File: config.mk
export PLATFORM = sky130hd
export DESIGN_NAME = euclid_ctrl_flat
export DESIGN_NICKNAME = d
export VERILOG_FILES = /design/src/rtl/euclid_pkg.sv /design/src/rtl/euclid_ctrl_if.sv /design/src/rtl/euclid_iter_cnt.sv /design/src/rtl/euclid_ctrl.sv /design/src/flat_wrapper.sv
export SDC_FILE = /design/constraint.sdc
export NUM_CORES = 1
export LEC_CHECK = 0
export CORE_MARGIN = 3
export CORE_UTILIZATION = 50
export CTS_CLUSTER_DIAMETER = 30
export DETAILED_ROUTE_END_ITERATION = 10
export PLACE_DENSITY = 0.92
export SLEW_MARGIN = 20
export SYNTH_ARGS = -nofsm -noshare
export SYNTH_HDL_FRONTEND = slang
export SYNTH_SLANG_ARGS = --single-unit
File: constraint.sdc
create_clock -name clk -period 3.9 [get_ports clk]
set_input_delay 0.78 -clock clk [delete_from_list [all_inputs] [get_ports clk]]
set_output_delay 0.78 -clock clk [all_outputs]
set_load 0.03 [all_outputs]
File: src/rtl/euclid_pkg.sv
// Shared constants, controller state encoding and counter helper for the
// RS(255,239) Euclidean key-equation solver.
package euclid_pkg;

  localparam int T        = 8;
  localparam int T2       = 2 * T;
  localparam int DEG_W    = 6;
  localparam int CNT_W    = 5;
  localparam int MAX_ITER = T2;

  typedef enum logic [2:0] {
    IDLE  = 3'd0,
    LOAD  = 3'd1,
    RUN   = 3'd2,
    DRAIN = 3'd3,
    DONE  = 3'd4
  } ctrl_state_e;

  // Increment that sticks at all-ones instead of wrapping.
  function automatic logic [CNT_W-1:0] sat_inc(input logic [CNT_W-1:0] v);
    return (&v) ? v : v + {{(CNT_W-1){1'b0}}, 1'b1};
  endfunction

endpackage

File: src/rtl/euclid_ctrl_if.sv
// Job handshake and datapath control bundle between euclid_ctrl (master)
// and its surroundings: syndrome stage, degree datapath, Chien/Forney stage.
interface euclid_ctrl_if;
  import euclid_pkg::*;

  logic             syn_valid;
  logic             syn_ready;
  logic             load;
  logic             run;
  logic             stop_i;
  logic             sw_i;
  logic [CNT_W-1:0] iter_cnt;
  logic [CNT_W-1:0] swap_cnt;
  logic             out_valid;
  logic             out_ready;
  logic             err;

  modport master (
    input  syn_valid, stop_i, sw_i, out_ready,
    output syn_ready, load, run, iter_cnt, swap_cnt, out_valid, err
  );

  modport slave (
    output syn_valid, stop_i, sw_i, out_ready,
    input  syn_ready, load, run, iter_cnt, swap_cnt, out_valid, err
  );

endinterface

File: src/rtl/euclid_iter_cnt.sv
// Saturating counter with synchronous clear and enable, plus an equality
// compare against a limit value taken from the registered count.
module euclid_iter_cnt
  import euclid_pkg::*;
(
  input  logic             clk,
  input  logic             rst_n,
  input  logic             clr,
  input  logic             en,
  input  logic [CNT_W-1:0] limit,
  output logic [CNT_W-1:0] cnt,
  output logic             at_limit
);

  logic [CNT_W-1:0] cnt_r;

  // Count register: clear has priority over enable.
  always_ff @(posedge clk or negedge rst_n) begin
    if (!rst_n) begin
      cnt_r <= {CNT_W{1'b0}};
    end else if (clr) begin
      cnt_r <= {CNT_W{1'b0}};
    end else if (en) begin
      cnt_r <= sat_inc(cnt_r);
    end else begin
      cnt_r <= cnt_r;
    end
  end

  assign cnt      = cnt_r;
  assign at_limit = (cnt_r == limit);

endmodule

File: src/rtl/euclid_ctrl.sv
// Euclidean key-equation solver sequencer: IDLE->LOAD->RUN->DRAIN->DONE.
// Define EUCLID_CTRL_TIMEOUT_EN to enable the MAX_ITER watchdog (sets err).
module euclid_ctrl
  import euclid_pkg::*;
(
  input  logic        clk,
  input  logic        reset,
  euclid_ctrl_if.master bus
);

  ctrl_state_e      state_r;
  ctrl_state_e      state_nxt_s;
  logic             clr_s;
  logic             iter_en_s;
  logic             swap_en_s;
  logic             err_set_s;
  logic             wd_en_s;
  logic             iter_lim_s;
  logic             swap_lim_unused_s;
  logic [CNT_W-1:0] iter_cnt_s;
  logic [CNT_W-1:0] swap_cnt_s;

  logic syn_ready_r;
  logic load_r;
  logic run_r;
  logic out_valid_r;
  logic err_r;

`ifdef EUCLID_CTRL_TIMEOUT_EN
  assign wd_en_s = 1'b1;
`else
  assign wd_en_s = 1'b0;
`endif

  // Next-state and counter control decode.
  always_comb begin
    state_nxt_s = state_r;
    clr_s       = 1'b0;
    iter_en_s   = 1'b0;
    swap_en_s   = 1'b0;
    err_set_s   = 1'b0;
    case (state_r)
      IDLE: begin
        if (bus.syn_valid) begin
          state_nxt_s = LOAD;
          clr_s       = 1'b1;
        end else begin
          state_nxt_s = IDLE;
        end
      end
      LOAD:  state_nxt_s = RUN;
      RUN: begin
        // Stop outranks the watchdog; the exit cycle never counts.
        if (bus.stop_i) begin
          state_nxt_s = DRAIN;
        end else if (wd_en_s && iter_lim_s) begin
          state_nxt_s = DRAIN;
          err_set_s   = 1'b1;
        end else begin
          iter_en_s = 1'b1;
          swap_en_s = bus.sw_i;
        end
      end
      DRAIN: state_nxt_s = DONE;
      DONE: begin
        if (bus.out_ready) begin
          state_nxt_s = IDLE;
        end else begin
          state_nxt_s = DONE;
        end
      end
      default: state_nxt_s = IDLE;
    endcase
  end

  // State register.
  always_ff @(posedge clk or negedge reset) begin
    if (!reset) begin
      state_r <= IDLE;
    end else begin
      state_r <= state_nxt_s;
    end
  end

  // Output flops decoded from next state so they align with the state register.
  always_ff @(posedge clk or negedge reset) begin
    if (!reset) begin
      syn_ready_r <= 1'b1;
      load_r      <= 1'b0;
      run_r       <= 1'b0;
      out_valid_r <= 1'b0;
    end else begin
      syn_ready_r <= (state_nxt_s == IDLE);
      load_r      <= (state_nxt_s == LOAD);
      run_r       <= (state_nxt_s == RUN);
      out_valid_r <= (state_nxt_s == DONE);
    end
  end

  // Watchdog error flag, held until the next job is accepted.
  always_ff @(posedge clk or negedge reset) begin
    if (!reset) begin
      err_r <= 1'b0;
    end else if (clr_s) begin
      err_r <= 1'b0;
    end else if (err_set_s) begin
      err_r <= 1'b1;
    end else begin
      err_r <= err_r;
    end
  end

  euclid_iter_cnt u_iter_cnt (
    .clk      (clk),
    .rst_n    (reset),
    .clr      (clr_s),
    .en       (iter_en_s),
    .limit    (CNT_W'(MAX_ITER)),
    .cnt      (iter_cnt_s),
    .at_limit (iter_lim_s)
  );

  euclid_iter_cnt u_swap_cnt (
    .clk      (clk),
    .rst_n    (reset),
    .clr      (clr_s),
    .en       (swap_en_s),
    .limit    ({CNT_W{1'b1}}),
    .cnt      (swap_cnt_s),
    .at_limit (swap_lim_unused_s)
  );

  assign bus.syn_ready = syn_ready_r;
  assign bus.load      = load_r;
  assign bus.run       = run_r;
  assign bus.out_valid = out_valid_r;
  assign bus.err       = err_r;
  assign bus.iter_cnt  = iter_cnt_s;
  assign bus.swap_cnt  = swap_cnt_s;

endmodule

File: src/flat_wrapper.sv
// flat-port wrapper written by rule: the top's interface ports become plain ports
module euclid_ctrl_flat import euclid_pkg::*;
  (clk, reset, bus_syn_valid, bus_stop_i, bus_sw_i, bus_out_ready, bus_syn_ready, bus_load, bus_run, bus_iter_cnt, bus_swap_cnt, bus_out_valid, bus_err);
  euclid_ctrl_if bus_i ();
  input  logic clk;
  input  logic reset;
  input wire logic [$bits(bus_i.syn_valid)-1:0] bus_syn_valid;
  input wire logic [$bits(bus_i.stop_i)-1:0] bus_stop_i;
  input wire logic [$bits(bus_i.sw_i)-1:0] bus_sw_i;
  input wire logic [$bits(bus_i.out_ready)-1:0] bus_out_ready;
  output wire logic [$bits(bus_i.syn_ready)-1:0] bus_syn_ready;
  output wire logic [$bits(bus_i.load)-1:0] bus_load;
  output wire logic [$bits(bus_i.run)-1:0] bus_run;
  output wire logic [$bits(bus_i.iter_cnt)-1:0] bus_iter_cnt;
  output wire logic [$bits(bus_i.swap_cnt)-1:0] bus_swap_cnt;
  output wire logic [$bits(bus_i.out_valid)-1:0] bus_out_valid;
  output wire logic [$bits(bus_i.err)-1:0] bus_err;
  assign bus_i.syn_valid = bus_syn_valid;
  assign bus_i.stop_i = bus_stop_i;
  assign bus_i.sw_i = bus_sw_i;
  assign bus_i.out_ready = bus_out_ready;
  assign bus_syn_ready = bus_i.syn_ready;
  assign bus_load = bus_i.load;
  assign bus_run = bus_i.run;
  assign bus_iter_cnt = bus_i.iter_cnt;
  assign bus_swap_cnt = bus_i.swap_cnt;
  assign bus_out_valid = bus_i.out_valid;
  assign bus_err = bus_i.err;
  euclid_ctrl u_core (.clk(clk), .reset(reset), .bus(bus_i));
endmodule
==> results.yml <==
worst_setup_path:
  max_stage_delay_ns: 0.67
  start_kind: "flop"
  worstPathRequired_ns: 3.12
  cpLargestDelayFamily: "buffers and inverters"
  critPathBufInv: 1
  crit_cells: 1
  path_cells: "clkdlybuf4s50_1"
  worstPathMaxFanout: 1
  path_class: "flop to output port"
  reg2reg_slack_ns: 1.98
  r2r_start: "u_core.u_swap_cnt.cnt[0]"
  reg2regPathDepth: 6
  crit_end: "bus_syn_ready"
  crit_path_start: "u_core.bus.syn_ready"
  crit_arrival_ns: 1.48
  cp_slowest_cell: "clkdlybuf4s50_1"
  reg2reg_to: "u_core.u_swap_cnt.cnt[3]"
  setup.worst_path.end_class: "output port"
logic_synthesis:
  postSynthCellCount: 76
  synth.yosys.seq_area_share_pct: 52.2
  yosys.cell_types.count: 25
  yosysTopAreaCellShare_pct: 49.0
  synth_nets: 86
  netlist_area_sq_um: 817
  yosysTopAreaCell: "dfrtp_1"
  ys_ff_latch: 17
  ys_top_cells_by_area: "dfrtp_1 49%, ha_1 6.1%, a21oi_1 4.9%"
  ys.warnings.count: 0
  synth_edf_count: 0
  async_reset_ff_share_pct: 100
  synth-main-ff-cell: "dfrtp_1"
  synth.avg_cell_area_sq_um: 10.8
cts:
  post_cts_resized: 0
  clk_pin_slew_ns: 0.09
  h-tree-depth: 1
  clk_latency_ns: 0.29
  cts_sinks: 17
  clk_path_buf_depth: 2
  cts-root-buf: "clkbuf_4"
  cts_tree: "yes"
  holdBufCountCts: 0
  post_cts_buffers: 0
  cts_made_buffers: 3
die:
  num_rows: 13
  die_w_microns: 46.4
  io_pins: 21
  core_area_sq_um: 1420
  start_util_pct: 57.7
  die_h_microns: 46.4
  die_area_sq_um: 2160
sta:
  setup_tns_ns: 0
  max_slew_margin_pct: 34.4
  finalHoldViolCount: 0
  rsz0062_at_grt: "no"
  finalClockSkew_ns: 0.00739
  setup_viol: 0
  fmax_ghz: 0.443
  fin_crit_ns: 2.26
  fin_crit_sh_pct: 57.8
  tightest_slew_ns: 0.970
  drv_slew: 0
drt:
  final_antenna_net_count: 0
  vias_per_cell: 5.87
  dr_wl_met2_microns: 884
  top_layer: "met4"
  drt_wl_total_mm: 1.66
  via_count: 652
  wl_met1_microns: 668
  dr_wl_met3_microns: 100
  drt-wirelength-per-cell_microns: 15.0
  drc: 0
  drt_iter0_drc: 9
  drt_pass1_iterations: 4
pwr:
  peakVddDrop_mv: 0.439
  power_uw: 635
  leakage_nw: 0.453
  p_per_area_nw_per_um2: 622
grt:
  grt.total_usage_pct: 18.9
  grt_pass1_wl_mm: 2.85
  antenna_found_initial: 0
  overflow: 0
  grt_pass1_vias: 626
  grt_start_max_net_pins: 18
hold_path:
  hp-class: "flop to flop"
job:
  max-cap-violations: 0
layout:
  area_growth_pct: 25.1
  layout-drive-gt1-share_pct: 7.29
  fillers: 113
  antenna_cells: 0
  final_nets: 107
placed_design:
  gp_congestion: 0.832
  io_buffers: 19
status:
  status: "complete, no violations"
==> power breakdown <==
part	switching [mW]	internal, mW	leakage, nW
clock network	0.0518	0.0398	0.0150
registers	0.0510	0.229	0.226
logic	0.155	0.109	0.213
==> sequential cells by signal, summed over array words and instances (netlist names) <==
name / cells
u_core.u_iter_cnt.cnt: 5
u_core.bus.load: 1
u_core.state_r: 3
u_core.bus.out_valid: 1
u_core.bus.syn_ready: 1
u_core.bus.run: 1
u_core.u_swap_cnt.cnt: 5
==> kinds of logic (layout without fill, tap and decap cells) <==
logic type | count (synthesis) | after routing | synth area share [%]
AO/OA/AOI/OAI | 18 | 18 | 11.6
other | 1 | 1 | 0.459
buffers and inverters | 5 | 25 | 4.59
XOR/XNOR | 1 | 1 | 1.07
adder cells (fa/ha/maj) | 4 | 4 | 6.13
flip-flops | 17 | 17 | 52.2
AND/OR/NAND/NOR | 27 | 27 | 20.2
multiplexers | 3 | 3 | 3.68
==> Yosys cell counts, types with 2 or more instances <==
cell type,n
dfrtp_1,16
a21oi_1,8
nand3_1,8
o21ai_0,8
ha_1,4
mux2i_1,3
nand2_1,3
nor3_1,3
and3_1,2
buf_6,2
o31ai_1,2
or3_1,2
or4_1,2
or4b_2,2
==> worst min path at each step <==
stage                                        start                       end  slack, ns  depth (start not counted)
after floorplan                              reset           u_core.bus.load       0.48                          0
after global placement    u_core.u_iter_cnt.cnt[2]  u_core.u_iter_cnt.cnt[2]       0.52                          1
after detailed placement  u_core.u_swap_cnt.cnt[2]  u_core.u_swap_cnt.cnt[2]       0.53                          1
after CTS                 u_core.u_swap_cnt.cnt[2]  u_core.u_swap_cnt.cnt[2]       0.54                          1
after global routing      u_core.u_swap_cnt.cnt[2]  u_core.u_swap_cnt.cnt[2]       0.59                          1
final                     u_core.u_swap_cnt.cnt[2]  u_core.u_swap_cnt.cnt[2]       0.54                          1
==> metal layers <==
metal	up-vias	track usage, %
met1	316	22.2
li1	320	-
met5	-	0
met4	0	4.55
met3	2	7.81
met2	14	31.9
==> layout by cell type, fill, tap and decap left out <==
| master | instances |
|---|---|
| clkbuf_4 | 3 |
| inv_1 | 1 |
| conb_1 | 1 |
| nand3_1 | 8 |
| ha_1 | 4 |
| nor2_1 | 1 |
| a21oi_1 | 8 |
| nand2b_1 | 1 |
| nor3_1 | 3 |
| clkinv_1 | 1 |
| o31ai_1 | 2 |
| xnor2_1 | 1 |
| or3_1 | 2 |
| mux2i_1 | 3 |
| dfrtp_1 | 16 |
| o21ai_0 | 8 |
| dfstp_2 | 1 |
| nor4b_1 | 1 |
| nand2_1 | 3 |
| or4b_4 | 1 |
| nor2b_1 | 1 |
| clkdlybuf4s50_1 | 19 |
| and3_1 | 2 |
| or4_1 | 2 |
| or4b_2 | 2 |
| clkbuf_1 | 1 |
==> per-stage QoR <==
| step | std cells | area [sq um] | hold slack (ns) | worst slack [ns] | util [%] |
|---|---|---|---|---|---|
| global route | 111 | 1020 | 0.593 | 1.39 | 72.2 |
| detailed placement | 107 | 996 | 0.533 | 1.36 | 70.4 |
| global placement | 107 | 996 | 0.515 | 1.40 | 70.4 |
| floorplan | 76 | 817 | 0.484 | 1.93 | - |
| CTS | 111 | 1020 | 0.543 | 1.63 | 72.2 |
| finish | 111 | 1020 | 0.542 | 1.64 | 72.2 |
==> cell type report <==
| type | count | area (sq um) | area share, % |
|---|---|---|---|
| Clock buffer | 4 | 26.3 | 2.57 |
| Inverter | 2 | 7.51 | 0.734 |
| Multi-Input combinational cell | 54 | 353 | 34.5 |
| Sequential cell | 17 | 427 | 41.7 |
| Tap cell | 15 | 18.8 | 1.84 |
| Timing Repair Buffer | 19 | 190 | 18.6 |
Note: power is estimated with default switching activity, not from simulation.
